`src/rtl/bcd_event_counter_pkg.sv`:
```
// Shared display package: seven-segment patterns, blank pattern and BCD helpers.
// Segment order is g..a, MSB..LSB, active-low.
package bcd_event_counter_pkg;

  typedef enum logic {
    DirUp   = 1'b0,
    DirDown = 1'b1
  } dir_e;

  localparam logic [3:0] BcdMax = 4'd9;

  localparam logic [6:0] Seg0     = 7'b1000000;
  localparam logic [6:0] Seg1     = 7'b1111001;
  localparam logic [6:0] Seg2     = 7'b0100100;
  localparam logic [6:0] Seg3     = 7'b0110000;
  localparam logic [6:0] Seg4     = 7'b0011001;
  localparam logic [6:0] Seg5     = 7'b0010010;
  localparam logic [6:0] Seg6     = 7'b0000010;
  localparam logic [6:0] Seg7     = 7'b1111000;
  localparam logic [6:0] Seg8     = 7'b0000000;
  localparam logic [6:0] Seg9     = 7'b0010000;
  localparam logic [6:0] SegBlank = 7'b1111111;

  function automatic logic [6:0] seg_decode(input logic [3:0] d);
    logic [6:0] seg;
    case (d)
      4'd0:    seg = Seg0;
      4'd1:    seg = Seg1;
      4'd2:    seg = Seg2;
      4'd3:    seg = Seg3;
      4'd4:    seg = Seg4;
      4'd5:    seg = Seg5;
      4'd6:    seg = Seg6;
      4'd7:    seg = Seg7;
      4'd8:    seg = Seg8;
      4'd9:    seg = Seg9;
      default: seg = SegBlank;
    endcase
    return seg;
  endfunction

  // Out-of-range BCD digits saturate to 9.
  function automatic logic [3:0] bcd_clamp(input logic [3:0] d);
    return (d > BcdMax) ? BcdMax : d;
  endfunction

endpackage

```
`src/rtl/bcd_digit.sv`:
```
// Single BCD digit: up/down step with carry/borrow chaining, clamped parallel load.
module bcd_digit
  import bcd_event_counter_pkg::*;
(
  input  logic       clk,
  input  logic       reset,
  input  logic       load,
  input  logic [3:0] load_val,
  input  dir_e       dir,
  input  logic       carry_in,
  output logic       carry_out,
  output logic [3:0] digit
);

  logic [3:0] digit_q, digit_d;
  logic       at_limit;

  always_comb begin
    at_limit = (dir == DirDown) ? (digit_q == 4'd0) : (digit_q == BcdMax);
    digit_d  = digit_q;
    if (at_limit) begin
      digit_d = (dir == DirDown) ? BcdMax : 4'd0;
    end else begin
      digit_d = (dir == DirDown) ? digit_q - 4'd1 : digit_q + 4'd1;
    end
  end

  assign carry_out = carry_in & at_limit;

  always_ff @(posedge clk) begin
    if (reset) begin
      digit_q <= 4'd0;
    end else if (load) begin
      digit_q <= bcd_clamp(load_val);
    end else if (carry_in) begin
      digit_q <= digit_d;
    end
  end

  assign digit = digit_q;

endmodule

```
`src/rtl/bcd_event_counter.sv`:
```
// Multi-digit BCD up/down event counter with free-running tick prescaler and
// seven-segment decode with optional leading-zero blanking.
module bcd_event_counter
  import bcd_event_counter_pkg::*;
#(
  parameter int unsigned DIGITS   = 5,
  parameter int unsigned TICK_DIV = 50000
) (
  input  logic                  CLOCK_50,
  input  logic                  reset,
  input  logic                  run,
  input  logic                  down,
  input  logic                  load,
  input  logic [4*DIGITS-1:0]   load_val,
  input  logic                  blank_en,
  output logic [4*DIGITS-1:0]   count_bcd,
  output logic                  tick,
  output logic                  wrap,
  output logic [7*DIGITS-1:0]   hex
);

  localparam int unsigned PW = $clog2(TICK_DIV);
  localparam logic [PW-1:0] PrescMax = PW'(TICK_DIV - 1);

  logic [PW-1:0] presc_q;
  logic          wrap_q;
  logic          step;
  logic [DIGITS:0] carry;
  dir_e          dir;

  always_ff @(posedge CLOCK_50) begin
    if (reset) begin
      presc_q <= '0;
    end else if (presc_q == PrescMax) begin
      presc_q <= '0;
    end else begin
      presc_q <= presc_q + PW'(1);
    end
  end

  assign tick     = (presc_q == PrescMax);
  assign step     = tick & run;
  assign carry[0] = step;
  assign dir      = down ? DirDown : DirUp;

  for (genvar g = 0; g < DIGITS; g++) begin : gen_digit
    bcd_digit u_digit (
      .clk       (CLOCK_50),
      .reset     (reset),
      .load      (load),
      .load_val  (load_val[4*g +: 4]),
      .dir       (dir),
      .carry_in  (carry[g]),
      .carry_out (carry[g+1]),
      .digit     (count_bcd[4*g +: 4])
    );
  end

  // A carry out of the top digit is exactly a full rollover/rollunder.
  always_ff @(posedge CLOCK_50) begin
    if (reset) begin
      wrap_q <= 1'b0;
    end else begin
      wrap_q <= ~load & carry[DIGITS];
    end
  end

  assign wrap = wrap_q;

  logic [3:0] d;
  logic       higher_zero;

  always_comb begin
    hex         = '1;
    d           = '0;
    higher_zero = 1'b1;
    for (int k = DIGITS - 1; k >= 0; k--) begin
      d           = count_bcd[4*k +: 4];
      higher_zero = higher_zero & (d == 4'd0);
      if (blank_en && (k != 0) && higher_zero) begin
        hex[7*k +: 7] = SegBlank;
      end else begin
        hex[7*k +: 7] = seg_decode(d);
      end
    end
  end

endmodule
```
`config.mk`:
```
export PLATFORM = sky130hd
export DESIGN_NAME = bcd_event_counter
export DESIGN_NICKNAME = d
export VERILOG_FILES = /design/src/rtl/bcd_event_counter_pkg.sv /design/src/rtl/bcd_digit.sv /design/src/rtl/bcd_event_counter.sv
export SDC_FILE = /design/constraint.sdc
export NUM_CORES = 1
export LEC_CHECK = 0
export BUFFER_PORTS_ARGS = -buffer_cell sky130_fd_sc_hd__clkbuf_2
export CAP_MARGIN = 20
export CORE_ASPECT_RATIO = 2
export CORE_MARGIN = 2
export CORE_UTILIZATION = 55
export CTS_BUF_LIST = sky130_fd_sc_hd__clkbuf_8 sky130_fd_sc_hd__clkbuf_16
export DETAILED_ROUTE_END_ITERATION = 8
export PLACE_DENSITY = 0.76
export SYNTH_ARGS = -nofsm -noshare
export SYNTH_HDL_FRONTEND = slang
export SYNTH_SLANG_ARGS = --single-unit
```
`constraint.sdc`:
```
create_clock -name CLOCK_50 -period 8.01 [get_ports CLOCK_50]
set_input_delay 1.602 -clock CLOCK_50 [delete_from_list [all_inputs] [get_ports CLOCK_50]]
set_output_delay 1.602 -clock CLOCK_50 [all_outputs]
set_load 0.05 [all_outputs]
```
* After elaboration in Yosys (flattened, before gate mapping) *
Memory sizes are Yosys's and may differ from the RTL's. A register that Yosys moved wholly into a read port is not among the register bits.
Cells that the tools add are included.

word-level totals
  output and inout bits = 57
  memories kept = 5
  logic and storage cells = 106
  input port bits = 26
  ROM bits = 560
  register bits = 37

memory list
  memory           depth  bits a word  read ports  clocked after Yosys merged registers in  write ports  RTL line                     RTL
  (no name shown)  16     7            1           1                                        0            bcd_event_counter_pkg.sv:26  case (d)
  (no name shown)  16     7            1           1                                        0            bcd_event_counter_pkg.sv:26
  (no name shown)  16     7            1           1                                        0            bcd_event_counter_pkg.sv:26
  (no name shown)  16     7            1           1                                        0            bcd_event_counter_pkg.sv:26
  (no name shown)  16     7            1           1                                        0            bcd_event_counter_pkg.sv:26

operators by class
  equal/unequal tests = 6
  bitwise logic cells = 11
  $lt $le $gt $ge = 5
  $add $sub $neg = 11
  reduce and logical (&&, ||, !) cells = 15
  multiplexer cells = 46

operators by type and width
  kind                                                                count
  4-bit 2-to-1 mux                                                    36
  7-bit 2-to-1 mux                                                    4
  4-bit by 1-bit adder with 4-bit output, second input constant       5
  4-bit == test, second input constant                                5
  4-bit greater-than comparator, second input constant                5
  4-bit zero test                                                     5
  4-bit by 1-bit subtractor with 4-bit output, second input constant  5
  16-bit by 1-bit adder with 16-bit output, second input constant     1
  16-bit == test, second input constant                               1
  1-bit bitwise AND                                                   10
  2-bit nonzero test                                                  5
  1-bit 2-to-1 mux                                                    6
  1-bit logical AND                                                   4
  2-bit OR reduction                                                  1
  1-bit NOT                                                           1

* Depth between registers and ports, before layout *
  depth in word-level cells = 10
  gate-level depth with buffers = 12
  depth with buffers taken out = 11

* Hierarchy *
A second synthesis with hierarchy kept.

second synthesis, totals
  cells, all modules = 503
  area, all modules = 3812.4 um^2

modules (own cells, without submodules)
  module             cells each  instances  sequential area each (um^2)  area an instance (um^2)
  bcd_digit          52          5          80.1                         402.9
  bcd_event_counter  243         1          340.3                        1798.0

* Worst setup path before layout *
No wires, ideal clock.

  path type = input -> output
  from = in blank_en
  to = out hex[10]
  arrival = 3.612 ns
  data required time = 6.408 ns
  path buffers = 0
  setup slack = 2.796 ns
  stages = 5
  cell sequence = and3_1 > nand3_1 > or4b_1 > or4_1 > nand2b_1

on the way
  longest elaborated chain between the ends = 2

RTL lines
  element             RTL line                 RTL
  start: declaration  bcd_event_counter.sv:15  input logic blank_en,
  1-bit logical AND   bcd_event_counter.sv:80  if (blank_en && (k != 0) && higher_zero) begin
  7-bit 2-to-1 mux    bcd_event_counter.sv:80
  end: declaration    bcd_event_counter.sv:19  output logic [7*DIGITS-1:0] hex

No other way between the ends.

* Worst setup path in the final report *
  from = in blank_en
  to = out hex[13]

The elaborated chain is that of the path after synthesis.

==> summary.txt <==
Antenna diodes - 0
Total Wirelength - 11910 um
Area Overhead vs Synth - 16.14%
Leading area contributor after synthesis - dfxtp_1
CP startpoint - blank_en
CTS Buf Count - 9
Via density per instance - 5.829
Die W - 70.20 um
Gr usage total - 25.21%
Final worst-path cycle share - 71.08%
Crit. End Element - output port
Post-CTS Repair Setup Buffers - 0
Final hold viol count - 0
R2r startpoint - presc_q[12]$_SDFF_PP0_
Post-synthesis async set-or-reset flop share - 0%
Measured slew at the worst slew-check pin - 0.8454 ns
DRC violations left - 0
PostCTS Resize Cnt - 0
Worst Path Required - 6.41 ns
Routability Congestion - 0.8874
Layout cells sized above 1 - 21.96%
Pre-Repair DR Iteration Count - 4
Post-synth EDFFs - 0
Max Clk Rate - 0.1756 GHz
Maximum level of the CTS H-tree - 3
Worst-Skew Late Latency - 0.34 ns
Clock Path Buffers - 2
CTS Hold Bufs - 0
CTS tree - built
# setup viols final - 0
Sequential share of power - 33.5%
GRT overflow - 0
Num ports - 83
Outcome - finished, final reports clean
Placed insts - 726
First-pass GRT wire length - 19460 um
Sequential share of the synthesized area - 29.90%
Clock share of power - 35.9%
Fin util - 65.20%
Core Area - 8588 um^2
Synth unique cells - 75
CP endpoint - hex[13]
Ys flop type - dfxtp_1
Maxcap violations - 0
Sw power - 0.4386 mW
Logic pwr share - 30.6%
R2r setup slk - 4.23 ns
Post-Layout Cell Count - 742
Mapped Cells - 565
Top-count cell post-synth - dfxtp_1
Top post-synthesis cells by area - dfxtp_1, ha_1, mux2i_1
DR vias - 4325
CTS clk-pin slew, worst paths - 0.05 ns
Total Power - 1.231 mW
Max Clock Skew - 0.003776 ns
Relative slew slack - 43.26%
Netlist Area Pre-Place - 4821 um^2
Nets@finish - 704
Slew Viols, Final - 0
TritonCTS Sinks - 72
Synth warn - 0
Synth Register Bits - 72
# rows - 48
Synth top cells by count - dfxtp_1, nor2_1, inv_1
Die height - 136.4 um
R2R cell count - 9
IO buf count - 82
LEAKAGE - 2.660 nW
Largest net degree at the start of global routing - 36
Pint - 0.7923 mW
Critical Path AT - 4.09 ns
Starting Density - 56.13%
WS Path Type - input pin to output port
DP HPWL - 8930 um
Power Dens Cells - 219.8 nW/um^2
RSZ-0062 raised after global routing - no
Worst-path maximum fanout - 8
Final min period - 5.693 ns
Final ANT Viol Nets - 0
Hold Crit Class - register to register
Net Sw Frac - 35.63%
Iter 0 DRT Violations - 224
Initial antenna violation count - 0
CP startpoint kind - input pin
Root buffer cell - clkbuf_16
VDD IR max - 0.1271 mV
Yosys top cell area share - 29.90%
Setup TNS - 0 ns
WL per Instance - 16.05 um
Syn Area/Cell - 8.533 um^2
Syn nets - 632
Hold path depth - 1
Die ar. - 9575 um^2
Vias in the first global route - 4226
cell families (layout without fill, tap and decap cells):
group,count (synthesis),count (layout),synth area share [%]
muxes,38,38,8.175
buffers and inverters,68,145,5.502
and+or+nand+nor,215,215,23.98
adders and majority gates,41,41,11.42
AOI/OAI and AO/OA,109,109,17.03
xor gates and xnor gates,22,22,3.997
DFF,72,72,29.90
power groups by stage:
stage	clock (mW)	sequential (mW)	combinational, mW
floorplan	0	0.456	0.254
global placement	0	0.419	0.365
detailed placement	0	0.419	0.374
CTS	0.448	0.412	0.377
global route	0.460	0.415	0.405
finish	0.442	0.412	0.377
placed cells by master, fill, tap and decap left out, drive strengths merged, types with 10 or more instances in the layout:
master and n:
a21oi 28, clkbuf 93, dfxtp 72, ha 36
inv 46, mux2 11, mux2i 27, nand2 34
nand2b 26, nand3 17, nor2 65, nor3 13
o21ai 18, or2 10, xnor2 11, xor2 11
area by class of cell:
cell class,count,area (um^2)
multi-input cells,425,3114
flip-flops and latches,72,1441
clock buffers,11,252.7
fillers,721,2989
inverters,47,176.4
well taps,100,125.1
repair buffers,82,410.4
clock inverters,5,78.83
worst min path at each step:
stage | from | end | slack, ns
3_5_place_dp | presc_q[0]$_SDFF_PP0_ | presc_q[0]$_SDFF_PP0_ | 0.47
5_1_grt | presc_q[0]$_SDFF_PP0_ | presc_q[0]$_SDFF_PP0_ | 0.51
6_report | presc_q[0]$_SDFF_PP0_ | presc_q[0]$_SDFF_PP0_ | 0.47
3_3_place_gp | presc_q[0]$_SDFF_PP0_ | presc_q[0]$_SDFF_PP0_ | 0.44
2_1_floorplan | presc_q[0]$_SDFF_PP0_ | presc_q[0]$_SDFF_PP0_ | 0.43
4_1_cts | presc_q[0]$_SDFF_PP0_ | presc_q[0]$_SDFF_PP0_ | 0.48
stage by stage:
stage / worst slack, ns / instance area [um^2] / hold WS, ns
2_1_floorplan: 2.796 / 4821 / 0.4263
3_3_place_gp: 2.399 / 5268 / 0.4378
3_5_place_dp: 2.302 / 5268 / 0.4668
4_1_cts: 2.274 / 5599 / 0.4772
5_1_grt: 2.173 / 5599 / 0.5087
6_report: 2.317 / 5599 / 0.4667
per-layer routing:
layer	GRT usage, %	routed length (um)
met5	0	0
met4	12.71	304
met3	5.263	534
met2	46.98	6644
met1	26.12	4425
worst max-delay path: stages:
cell	delay, ns
clkbuf_2	0.07
and3_1	0.26
nand3_1	0.38
or4b_1	0.78
or4_1	0.59
nand2b_1	0.13
clkbuf_2	0.28
Note: power is estimated with default switching activity, not from simulation.
